**config.mk**
```make
export PLATFORM = sky130hd
export DESIGN_NAME = reel_sprite_fetch
export DESIGN_NICKNAME = d
export VERILOG_FILES = /design/src/rtl/reel_sprite_fetch.sv
export SDC_FILE = /design/constraint.sdc
export NUM_CORES = 1
export LEC_CHECK = 0
export CORE_MARGIN = 4
export CORE_UTILIZATION = 45
export CTS_CLUSTER_DIAMETER = 40
export DETAILED_ROUTE_END_ITERATION = 10
export DONT_BUFFER_PORTS = 1
export HOLD_SLACK_MARGIN = 0.12
export PLACE_DENSITY = 0.68
export SETUP_SLACK_MARGIN = 0.02
export SLEW_MARGIN = 25
export SYNTH_ARGS = -nofsm -noshare
export SYNTH_HDL_FRONTEND = slang
export SYNTH_SLANG_ARGS = --single-unit
```
**constraint.sdc**
```tcl
create_clock -name clk -period 2.9 [get_ports clk]
set_input_delay 0.29 -clock clk [delete_from_list [all_inputs] [get_ports clk]]
set_output_delay 0.29 -clock clk [all_outputs]
set_load 0.02 [all_outputs]
```
**src/rtl/reel_sprite_fetch.sv**
```systemverilog
// ---------------------------------------------------------------------------
// reel_sprite_fetch
//
// Pixel-pipeline stage in front of a 256x16 sprite ROM. Converts the scan
// position into the ROM word address of one 64x64, 1-bpp reel sprite, with
// 6-bit vertical scroll wrap. A sideband delay line carries the in-window
// flag, the bit index inside the word and the display enable forward, so that
// the addressed ROM bit and the delayed enable line up at the output.
// Sprite position and scroll are latched at the frame-origin pixel
// (hcount==0 && vcount==0), so a reel never tears mid-frame.
//
// Build option: define REEL_SPRITE_SCALE2X_EN to draw the sprite 2x in both
// axes (128x128 window, each ROM bit covers a 2x2 pixel block). Latency is
// the same in both builds.
//
// Parameters
//   ROM_LAT      ROM read latency (rom_addr -> rom_dout) in clk cycles, 0..2
// Ports
//   clk          pixel clock
//   reset        asynchronous, active-high reset
//   hcount       current pixel column
//   vcount       current pixel row
//   de           display enable for the current pixel
//   sprite_x     left edge of the sprite (screen pixels)
//   sprite_y     top edge of the sprite (screen pixels)
//   scroll       vertical reel offset in sprite rows
//   rom_addr     registered ROM word address {row, col[5:4]}
//   rom_dout     ROM data, bit 15 is the leftmost pixel of the word
//   pixel_on     sprite pixel is set at the delayed position
//   pixel_valid  de delayed to align with pixel_on
// ---------------------------------------------------------------------------
module reel_sprite_fetch #(
  parameter int ROM_LAT = 2
) (
  input  logic        clk,
  input  logic        reset,
  input  logic [9:0]  hcount,
  input  logic [9:0]  vcount,
  input  logic        de,
  input  logic [9:0]  sprite_x,
  input  logic [9:0]  sprite_y,
  input  logic [5:0]  scroll,
  output logic [7:0]  rom_addr,
  input  logic [15:0] rom_dout,
  output logic        pixel_on,
  output logic        pixel_valid
);

  // Sideband travelling alongside the ROM read.
  typedef struct packed {
    logic       in_win;
    logic [3:0] col;
    logic       de;
  } side_t;

  logic [9:0]  x_lat, y_lat;
  logic [5:0]  scroll_lat;

  logic        origin;
  logic [9:0]  x_eff, y_eff;
  logic [5:0]  scroll_eff;
  logic [10:0] dx, dy;
  logic        in_win;
  logic [5:0]  col, row;

  side_t       sb_q [ROM_LAT+1];
  side_t       sb_new;
  side_t       tail;

  // The origin pixel uses the values being latched on the same edge, so
  // bypass the latch registers on that one cycle.
  // NOTE: every always_comb output is assigned before any branch so no
  // path leaves a signal unassigned and no latch is inferred.
  always_comb begin
    origin     = (hcount == 10'd0) && (vcount == 10'd0);
    x_eff      = origin ? sprite_x : x_lat;
    y_eff      = origin ? sprite_y : y_lat;
    scroll_eff = origin ? scroll   : scroll_lat;

    // 11-bit difference of two zero-extended 10-bit values: bit 10 is the
    // sign, so left/top screen-edge overlap needs no special case.
    dx = {1'b0, hcount} - {1'b0, x_eff};
    dy = {1'b0, vcount} - {1'b0, y_eff};

`ifdef REEL_SPRITE_SCALE2X_EN
    in_win = !dx[10] && (dx[9:7] == 3'd0) && !dy[10] && (dy[9:7] == 3'd0);
    col    = dx[6:1];
    row    = dy[6:1] + scroll_eff;   // 6-bit wrap
`else
    in_win = !dx[10] && (dx[9:6] == 4'd0) && !dy[10] && (dy[9:6] == 4'd0);
    col    = dx[5:0];
    row    = dy[5:0] + scroll_eff;   // 6-bit wrap
`endif

    sb_new.in_win = in_win;
    sb_new.col    = col[3:0];
    sb_new.de     = de;
  end

`ifdef REEL_SPRITE_SCALE2X_EN
  // The half-pixel bit only selects within a 2x2 block; it is not needed.
  logic unused_lsb;
  assign unused_lsb = dx[0] ^ dy[0];
`endif

  // Frame latch.
  // NOTE: sequential state is written with non-blocking assignments so
  // every register samples pre-edge values regardless of block order.
  always_ff @(posedge clk or posedge reset) begin
    if (reset) begin
      x_lat      <= '0;
      y_lat      <= '0;
      scroll_lat <= '0;
    end else if (origin) begin
      x_lat      <= sprite_x;
      y_lat      <= sprite_y;
      scroll_lat <= scroll;
    end
  end

  // Address register: holds its value while the scan is outside the sprite.
  always_ff @(posedge clk or posedge reset) begin
    if (reset) begin
      rom_addr <= '0;
    end else if (in_win) begin
      rom_addr <= {row, col[5:4]};
    end
  end

  // Sideband delay line, depth 1 + ROM_LAT. Stage 0 is written on the same
  // edge as rom_addr; the tail lines up with rom_dout for that address.
  // NOTE: the delay line is reset (unlike a RAM) because a stale in_win/de
  // left in flight would produce a false pixel after reset.
  always_ff @(posedge clk or posedge reset) begin
    if (reset) begin
      for (int i = 0; i <= ROM_LAT; i++) begin
        sb_q[i] <= '0;
      end
    end else begin
      sb_q[0] <= sb_new;
      for (int i = 1; i <= ROM_LAT; i++) begin
        sb_q[i] <= sb_q[i-1];
      end
    end
  end

  // Output: pick the addressed bit, leftmost pixel is bit 15.
  always_comb begin
    tail        = sb_q[ROM_LAT];
    pixel_valid = tail.de;
    pixel_on    = tail.in_win & tail.de & rom_dout[4'd15 - tail.col];
  end

endmodule

```
After elaboration in Yosys (flattened, before gate mapping)
Cells that the tools add are included.
{ "totals": {"reg_bits": 52, "input_bits": 65, "out_inout_bits": 10, "word_cells": 35} }
{ "op_classes": {"n_addsub": 4, "n_lt_le_gt_ge": 1, "muxes": 5, "n_bitwise": 2, "reduce_logical": 10} }
{ "ops": {"columns": ["cell", "n"], "rows": [
  ["$sub 10x10->11", 2],
  ["$logic_not 10->1", 2],
  ["$mux 10", 2],
  ["$logic_not 4->1", 2],
  ["$add 6x6->6", 1],
  ["$mux 6", 1],
  ["$lt 4x5->1 const B", 1],
  ["$bmux 1 s4", 1],
  ["$logic_and 1x1->1", 4],
  ["$sub 4x4->4 const A", 1],
  ["$and 1x1->1", 2],
  ["$logic_not 1->1", 2],
  ["$mux 1", 1]
]} }

Logic depth before layout (Yosys ltp)
Gate-level depths: netlist (run 1).
{ "logic_depth": {"depth_word": 8, "depth_mapped": 19, "mapped_depth_nobuf": 16} }

Worst setup path after synthesis (run 1)
No wires, ideal clock.
{ "synth_timing": {"path_type": "in2reg", "from": "in hcount[2]", "to": "reg rom_addr[0]", "setup_time_ns": 0.125, "t_arrival_ns": 4.191, "t_required_ns": 2.775, "slack_ns": -1.416, "stages": 18, "path_buffers": 5, "path_cell_list": "buf_6 -> nor4_4 -> nand3_2 -> or2_1 -> buf_2 -> clkbuf_1 -> clkbuf_1 -> mux2i_1 -> ha_1 -> or2_2 -> a21oi_1 -> a31oi_1 -> or3_1 -> a211o_1 -> a221oi_2 -> and2_1 -> buf_6 -> mux2_4"} }
{ "synth_via": {"elab_chain_len": 8, "elab_cells_between_ends": 13, "classes_between": "add/sub: 2; mux: 2; reduce/logical: 9"} }
{ "synth_lines": {"columns": ["element", "line_no", "rtl"], "rows": [
  ["from (decl)", "37", "input logic [9:0] hcount,"],
  ["$logic_not 10->1", "75", "origin = (hcount == 10'd0) && (vcount == 10'd0);"],
  ["$logic_and 1x1->1", "75", null],
  ["$mux 10", null, null],
  ["$sub 10x10->11", "82", "dx = {1'b0, hcount} - {1'b0, x_eff};"],
  ["$logic_not 4->1 / $logic_not 1->1 (equally long branches)", "90", "in_win = !dx[10] && (dx[9:6] == 4'd0) && !dy[10] && (dy[9:6] == 4'd0);"],
  ["$logic_and 1x1->1 (2 in a row)", "90", null],
  ["$logic_and 1x1->1 *", "90", null],
  ["via in_win", "63", "logic in_win;"],
  ["to (signal assigned)", "126", "rom_addr <= {row, col[5:4]};"],
  ["to (decl)", "43", "output logic [7:0] rom_addr,"]
]} }
The timed path passes the listed nets; every way through them passes the cells marked *.
A chain may end at the register's enable or synchronous reset.

Worst setup path in the final report (run 1)
{ "layout_timing": {"from": "in hcount[5]", "to": "reg rom_addr[7]"} }
{ "layout_via": {"elab_chain_len": 8, "elab_cells_between_ends": 15, "classes_between": "add/sub: 3; mux: 3; reduce/logical: 9"} }
{ "layout_lines": {"columns": ["element", "line_no", "rtl"], "rows": [
  ["$logic_not 10->1 *", "75", null],
  ["$logic_and 1x1->1 *", "75", null],
  ["$mux 10 *", null, null],
  ["via x_eff[0]", "60", "logic [9:0] x_eff, y_eff;"],
  ["$sub 10x10->11 *", "82", null],
  ["$logic_not 4->1 / $logic_not 1->1 (equally long branches)", "90", null],
  ["$logic_and 1x1->1 * (3 in a row)", "90", null]
]} }
Marks and branches as above.

==> flow_summary.ini, run 1 <==
[timing]
slew_violations = 0
min_period_ns = 3.63
grt_setup_unrepaired = yes
tightest_slew_ns = 0.619
setup_slack_ns = -0.726
slew_headroom_pct = 58.8
fmax_ghz = 0.276
min_period_over_period_pct = 125
setup_viol = 9
fin_skew_ns = 0.0100
hold_viol = 0

[clock_network]
cts.path.max_buffers = 2
cts_tree = built
cts_num_sinks = 52
clkLatencyLatePin_ns = 0.30
clock_tree.root_cell = clkbuf_8
clk_pin_slew_ns = 0.11
htreeDepth = 2
cts_made_buffers = 5

[detailed_routing]
drt_iter0_drc = 83
route.detailed.drc = 0
drtAntennaViolNets = 0
drt_pre_antenna_iters = 4
wirelength_mm = 7.05
wl_met2_mm = 3.46
highest_layer = met4
vias = 2216
viasPerCell = 5.42
wire_per_inst_um = 17.2
wl_met3_um = 515
wirelength_met1_mm = 2.82

[worst_setup_path]
criticalPathCategory = in2reg
cpPeakStageDelay_ns = 0.42
cp.arrival_ns = 3.82
crit_chain = nor4_4, nand3_2, nor2_4, mux2_4, ha_4, inv_2, fa_2, buf_4, a22oi_2, nand3_2, a2111o_1, a21o_1, a221oi_2, and2_4, buf_6, mux2_4
critPathSlowestCell = fa_2
end_kind = register
crit_path_max_fanout = 3
critPathRequiredTime_ns = 3.09
start_kind = input port

[yosys]
synth_top_area_share_pct = 42.4
ys.flop_type = dfrtp_1
synth_seq_cells = 52
synth_area_per_cell_sq_um = 11.5
synth_top_area_cell = dfrtp_1
synthCells = 267
ys_seq_area_share_pct = 42.4
syn_nets = 358
netlist_area_sq_um = 3070
async_flop_share_pct = 100
synth_edf_count = 0
synth_warnings = 0
synth_area_leaders = dfrtp_1 42%, ha_1 9.4%, mux2i_1 4.6%
synth_cell_types = 53

[power_and_ir_drop]
p_sw_w = 0.000378
pwr-share-comb_pct = 14.3
p_sw_share_pct = 26.8
ir_drop_v = 0.000222
clockPowerShare_pct = 31.1
power.share.sequential_pct = 54.6
p_int_w = 0.00103
pwr_density_cell_nw_per_um2 = 362
leakage_nw = 1.98

[floorplanning]
io_pins = 75
dieArea_sq_um = 8210
core_sq_um = 6490
start_util_pct = 47.3
chipWidth_um = 90.6
fp-row-count = 29
chipHeight_um = 90.6

[grt]
grt_pass1_wl_mm = 11.6
grt_max_degree = 53
grt_pass1_vias = 2420
gr-total-overflow = 0
track_usage_pct = 17.9
antenna_found_initial = 0

[finish]
n_antenna_cell = 0
drive_gt1_share_pct = 37.3
fin_cells = 409
area_growth_pct = 26.9
nFillCells = 571
layout.nets = 422
post-route-util_pct = 60.0

[placed_design]
numPortBuffers = 0
gp_congestion = 0.831
pre_cts_ws_ns = -1.16
placed_cells = 395
place_hpwl_mm = 5.74

[outcome]
outcome = complete, but fails checks
violations = negative setup slack

[worst_hold_path]
hp-class = in2reg

[job]
max-cap-violations = 0
[repair_timing]
item | 4_1_cts | 5_1_grt
setup buffers | 3 | 1
resized for setup | 19 | 4
setup endpoints to repair | 9 | 9
hold endpoints to repair | 54 | 0
hold buffers | 3 | 0
pin swaps | 10 | 11
[synthesized netlist by cell type, types with 3 or more instances]
library cell	number
a21o_1	9
a21oi_1	10
a31oi_1	6
and2_1	3
clkbuf_1	3
dfrtp_1	52
fa_1	3
ha_1	23
inv_1	33
mux2_2	11
mux2_4	7
mux2i_1	14
mux4_2	5
nand2_1	8
nand3_1	4
nor2_1	13
nor3_1	3
nor4_1	5
o21ai_0	4
xnor2_1	8
xor2_1	6
[area by class of cell]
class	count	area (sq um)	area share, %
clock buffers	5	68.8	1.77
inverters	33	126	3.24
repair buffers	63	508	13.0
well taps	77	96.3	2.47
flip-flops and latches	52	1300	33.4
multi-input cells	176	1770	45.4
clock inverters	3	27.5	0.706
[sequential cells by signal, summed over array words and instances, names as in the netlist]
name / cells
pixel_valid: 1
rom_addr: 8
sb_q: 17
scroll_lat: 6
x_lat: 10
y_lat: 10
[critical path, delay by kind of cell]
kind	cells	cell delay, ns
AOI/OAI and AO/OA	4	1.10
buffers and inverters	3	0.31
muxes	2	0.50
and+or+nand+nor	5	1.07
adders and majority gates	2	0.54
[layout by cell type, fill, tap and decap left out, types with 6 or more instances in the layout]
master / n
buf_4: 55
ha_1: 20
xnor2_1: 8
a31oi_1: 6
inv_1: 30
mux2i_1: 12
a21o_1: 9
dfrtp_1: 52
nor2_1: 10
nand2_1: 8
mux2_2: 9
xor2_1: 6
mux2_4: 9
[final timing paths]
path,from,end,slack [ns],cells after the start
worst max register to register,x_lat[0],rom_addr[7],-0.30,13
worst max-delay path,hcount[5],rom_addr[7],-0.73,16
worst min register to register,sb_q[13],sb_q[7],0.36,0
max in group asynchronous,reset,sb_q[13],1.94,2
worst min-delay path,sprite_y[7],y_lat[7],0.13,2
min in group asynchronous,reset,scroll_lat[1],0.55,2
[through the flow]
stage,power (W),TNS [ns],hold WS [ns],instance area [sq um]
floorplan,0.000919,-7.43,0.321,3200
global placement,0.000976,-8.25,0.322,3650
detailed placement,0.000982,-9.34,0.302,3650
CTS,0.00143,-5.29,0.127,3870
global route,0.00148,-6.80,0.135,3900
finish,0.00141,-5.70,0.130,3900
[per-layer routing]
metal / vias up / global-route usage, %
li1: 1080 / -
met4: 0 / 6.89
met1: 1062 / 20.3
met2: 64 / 31.1
met5: - / 0
met3: 10 / 5.92
[power by group through the flow]
stage	Clock [W]	Sequential, W	Combinational (W)
2_1_floorplan	0	0.000780	0.000139
3_3_place_gp	0	0.000784	0.000192
3_5_place_dp	0	0.000785	0.000196
4_1_cts	0.000457	0.000771	0.000203
5_1_grt	0.000487	0.000773	0.000225
6_report	0.000439	0.000770	0.000202
[cells by family after synthesis]
group / Yosys count / synth area share (%)
and+or+nand+nor: 52 / 9.65
DFF: 52 / 42.4
AOI/OAI and AO/OA: 46 / 11.0
buffers and inverters: 39 / 5.30
muxes: 37 / 15.7
adders and majority gates: 26 / 11.3
xor gates and xnor gates: 15 / 4.73
Power figures use the tool's default switching activity.
==> run 2: changes to the inputs <==
--- a/config.mk
+++ b/config.mk
@@ -5,6 +5,7 @@
 export SDC_FILE = /design/constraint.sdc
 export NUM_CORES = 1
 export LEC_CHECK = 0
+export CORE_ASPECT_RATIO = 0.8
 export CORE_MARGIN = 4
 export CORE_UTILIZATION = 45
 export CTS_CLUSTER_DIAMETER = 40
==> flow_summary.ini, run 2 (synthesized netlist as in run 1, its figures left out) <==
[outcome]
outcome = complete, but fails checks
violations = negative setup slack

[worst_setup_path]
critPathSlowestCell = fa_2
crit_path_max_fanout = 3
cp.arrival_ns = 3.69
end_kind = register
critical_path.most_common_cell = buf_4
start_kind = input port
cpPeakStageDelay_ns = 0.37
cp_top_family = buffers and inverters
critPathBufInv = 10
crit_chain = nor4_4, nand3_2, nor2_4, mux2_4, ha_4, inv_2, fa_2, buf_6, a22oi_2, nand3_2, buf_4, buf_4, buf_4, buf_4, buf_4, buf_4, buf_4, buf_4, a21o_1, xor2_1, mux2_4
criticalPathCategory = in2reg
critPathRequiredTime_ns = 3.10

[floorplanning]
dieArea_sq_um = 8220
fp-row-count = 26
start_util_pct = 47.2
chipHeight_um = 81.9
io_pins = 75
chipWidth_um = 100
core_sq_um = 6510

[placed_design]
numPortBuffers = 0
post_dp_cell_area_sq_um = 3580
pre_cts_ws_ns = -1.12
gp_congestion = 0.830
place_hpwl_mm = 5.67

[job]
max-cap-violations = 0

[power_and_ir_drop]
pwr-share-comb_pct = 14.5
clockPowerShare_pct = 35.1
leakage_nw = 1.98
pwr_density_cell_nw_per_um2 = 380
power.share.sequential_pct = 50.3
ir_drop_v = 0.000190
power.total_w = 0.00153
p_sw_share_pct = 25.8
p_sw_w = 0.000395
p_int_w = 0.00114

[clock_network]
htreeDepth = 2
clk_pin_slew_ns = 0.11
cts_tree = built
cts_made_buffers = 5
clock_tree.root_cell = clkbuf_8
clkLatencyLatePin_ns = 0.31
cts.path.max_buffers = 2
cts_num_sinks = 52

[finish]
largest_register_ff_count = 17
final_common_cell = buf_4
n_antenna_cell = 0
multi_input_comb_area_sq_um = 1870
reg_top3 = sb_q: 17 flops, x_lat: 10 flops, y_lat: 10 flops
area_growth_pct = 31.2
nFillCells = 534
layout.nets = 422
fin_area_sq_um = 4030
seq_area_sq_um = 1300
drive_gt1_share_pct = 40.1
regMostFlops = sb_q
final_cell_mix = 54 x buf_4, 52 x dfrtp_1, 30 x inv_1

[detailed_routing]
wirelength_mm = 7.33
drtAntennaViolNets = 0
route.detailed.drc = 0
drt_iter0_drc = 69
viasPerCell = 5.29
vias = 2199
wire_per_inst_um = 17.6
drt_pre_antenna_iters = 4

[timing]
min_period_over_period_pct = 120
min_period_ns = 3.49
setup_slack_ns = -0.587
slew_headroom_pct = 59.5
tightest_slew_ns = 0.607
fmax_ghz = 0.287
slew_violations = 0
hold_viol = 0
setup_viol = 9
grt_setup_unrepaired = yes
fin_skew_ns = 0.00814

[grt]
grt_pass1_wl_mm = 11.5
grt_pass1_vias = 2342
grt_max_degree = 29
antenna_found_initial = 0
gr-total-overflow = 0
track_usage_pct = 18.2

[worst_hold_path]
hp-class = in2reg
## run 2: cell count changes in the layout (fill, tap and decap cells not counted), sizes merged
cell,previous run,this run
buf,60,58
dlygate4sd3,3,5
bufinv,0,1
clkinv,1,0
clkinvlp,1,0
inv,34,35
## run 2: path summary, 6_finish.rpt
| kind | from | to | slack, ns | depth (start not counted) |
|---|---|---|---|---|
| hold / removal | sprite_x[9] | x_lat[9] | 0.13 | 2 |
| hold reg to reg | sb_q[6] | pixel_valid | 0.36 | 0 |
| max in group asynchronous | reset | x_lat[1] | 1.66 | 3 |
| setup reg to reg | x_lat[0] | rom_addr[0] | -0.21 | 18 |
| setup / recovery | hcount[4] | rom_addr[0] | -0.59 | 21 |
| min in group asynchronous | reset | y_lat[0] | 0.49 | 2 |
## run 2: power groups by stage
stage               Clock, W  Combinational, W  Sequential (W)
floorplan                  0          0.000139        0.000780
global placement           0          0.000191        0.000785
detailed placement         0          0.000196        0.000785
CTS                 0.000552          0.000210        0.000771
global route        0.000585          0.000246        0.000774
finish              0.000538          0.000223        0.000770
## run 2: metal layers
metal,GRT usage (%),vias to the layer above,part of all wire [%]
li1,-,1089,-
met4,5.38,0,0.86
met1,22.7,1039,43
met5,0,-,0
met2,30.0,66,47
met3,6.37,5,9.0
## run 2: area by class of cell
type,count,area share [%]
Timing Repair Buffer,63,12.6
Sequential cell,52,32.3
Multi-Input combinational cell,176,46.4
Inverter,33,3.07
Clock inverter,3,1.24
Clock buffer,5,1.71
Tap cell,84,2.61
## run 2: metrics by stage
stage	hold slack [ns]	cells	util [%]	TNS (ns)
6_report	0.132	416	61.9	-4.42
2_1_floorplan	0.321	267	-	-7.43
4_1_cts	0.121	413	59.3	-5.15
3_3_place_gp	0.284	392	55.1	-8.77
3_5_place_dp	0.290	392	55.1	-9.33
5_1_grt	0.122	416	61.9	-5.43
## run 2: timing repair
| item | in CTS | in global routing |
|---|---|---|
| endpoints found under the hold margin | 29 | 2 |
| endpoints found under the setup margin | 9 | 9 |
| gates resized for setup | 11 | 26 |
| pin swaps | 11 | 20 |
| hold buffers | 3 | 2 |
| setup buffers | 11 | 1 |
==> run 3: changes to the inputs <==
--- a/config.mk
+++ b/config.mk
@@ -11,6 +11,7 @@
 export CTS_CLUSTER_DIAMETER = 40
 export DETAILED_ROUTE_END_ITERATION = 10
 export DONT_BUFFER_PORTS = 1
+export GPL_ROUTABILITY_DRIVEN = 0
 export HOLD_SLACK_MARGIN = 0.12
 export PLACE_DENSITY = 0.68
 export SETUP_SLACK_MARGIN = 0.02
==> results of run 3 <==
Final layout, timing and power as in run 2 (identical DEF).
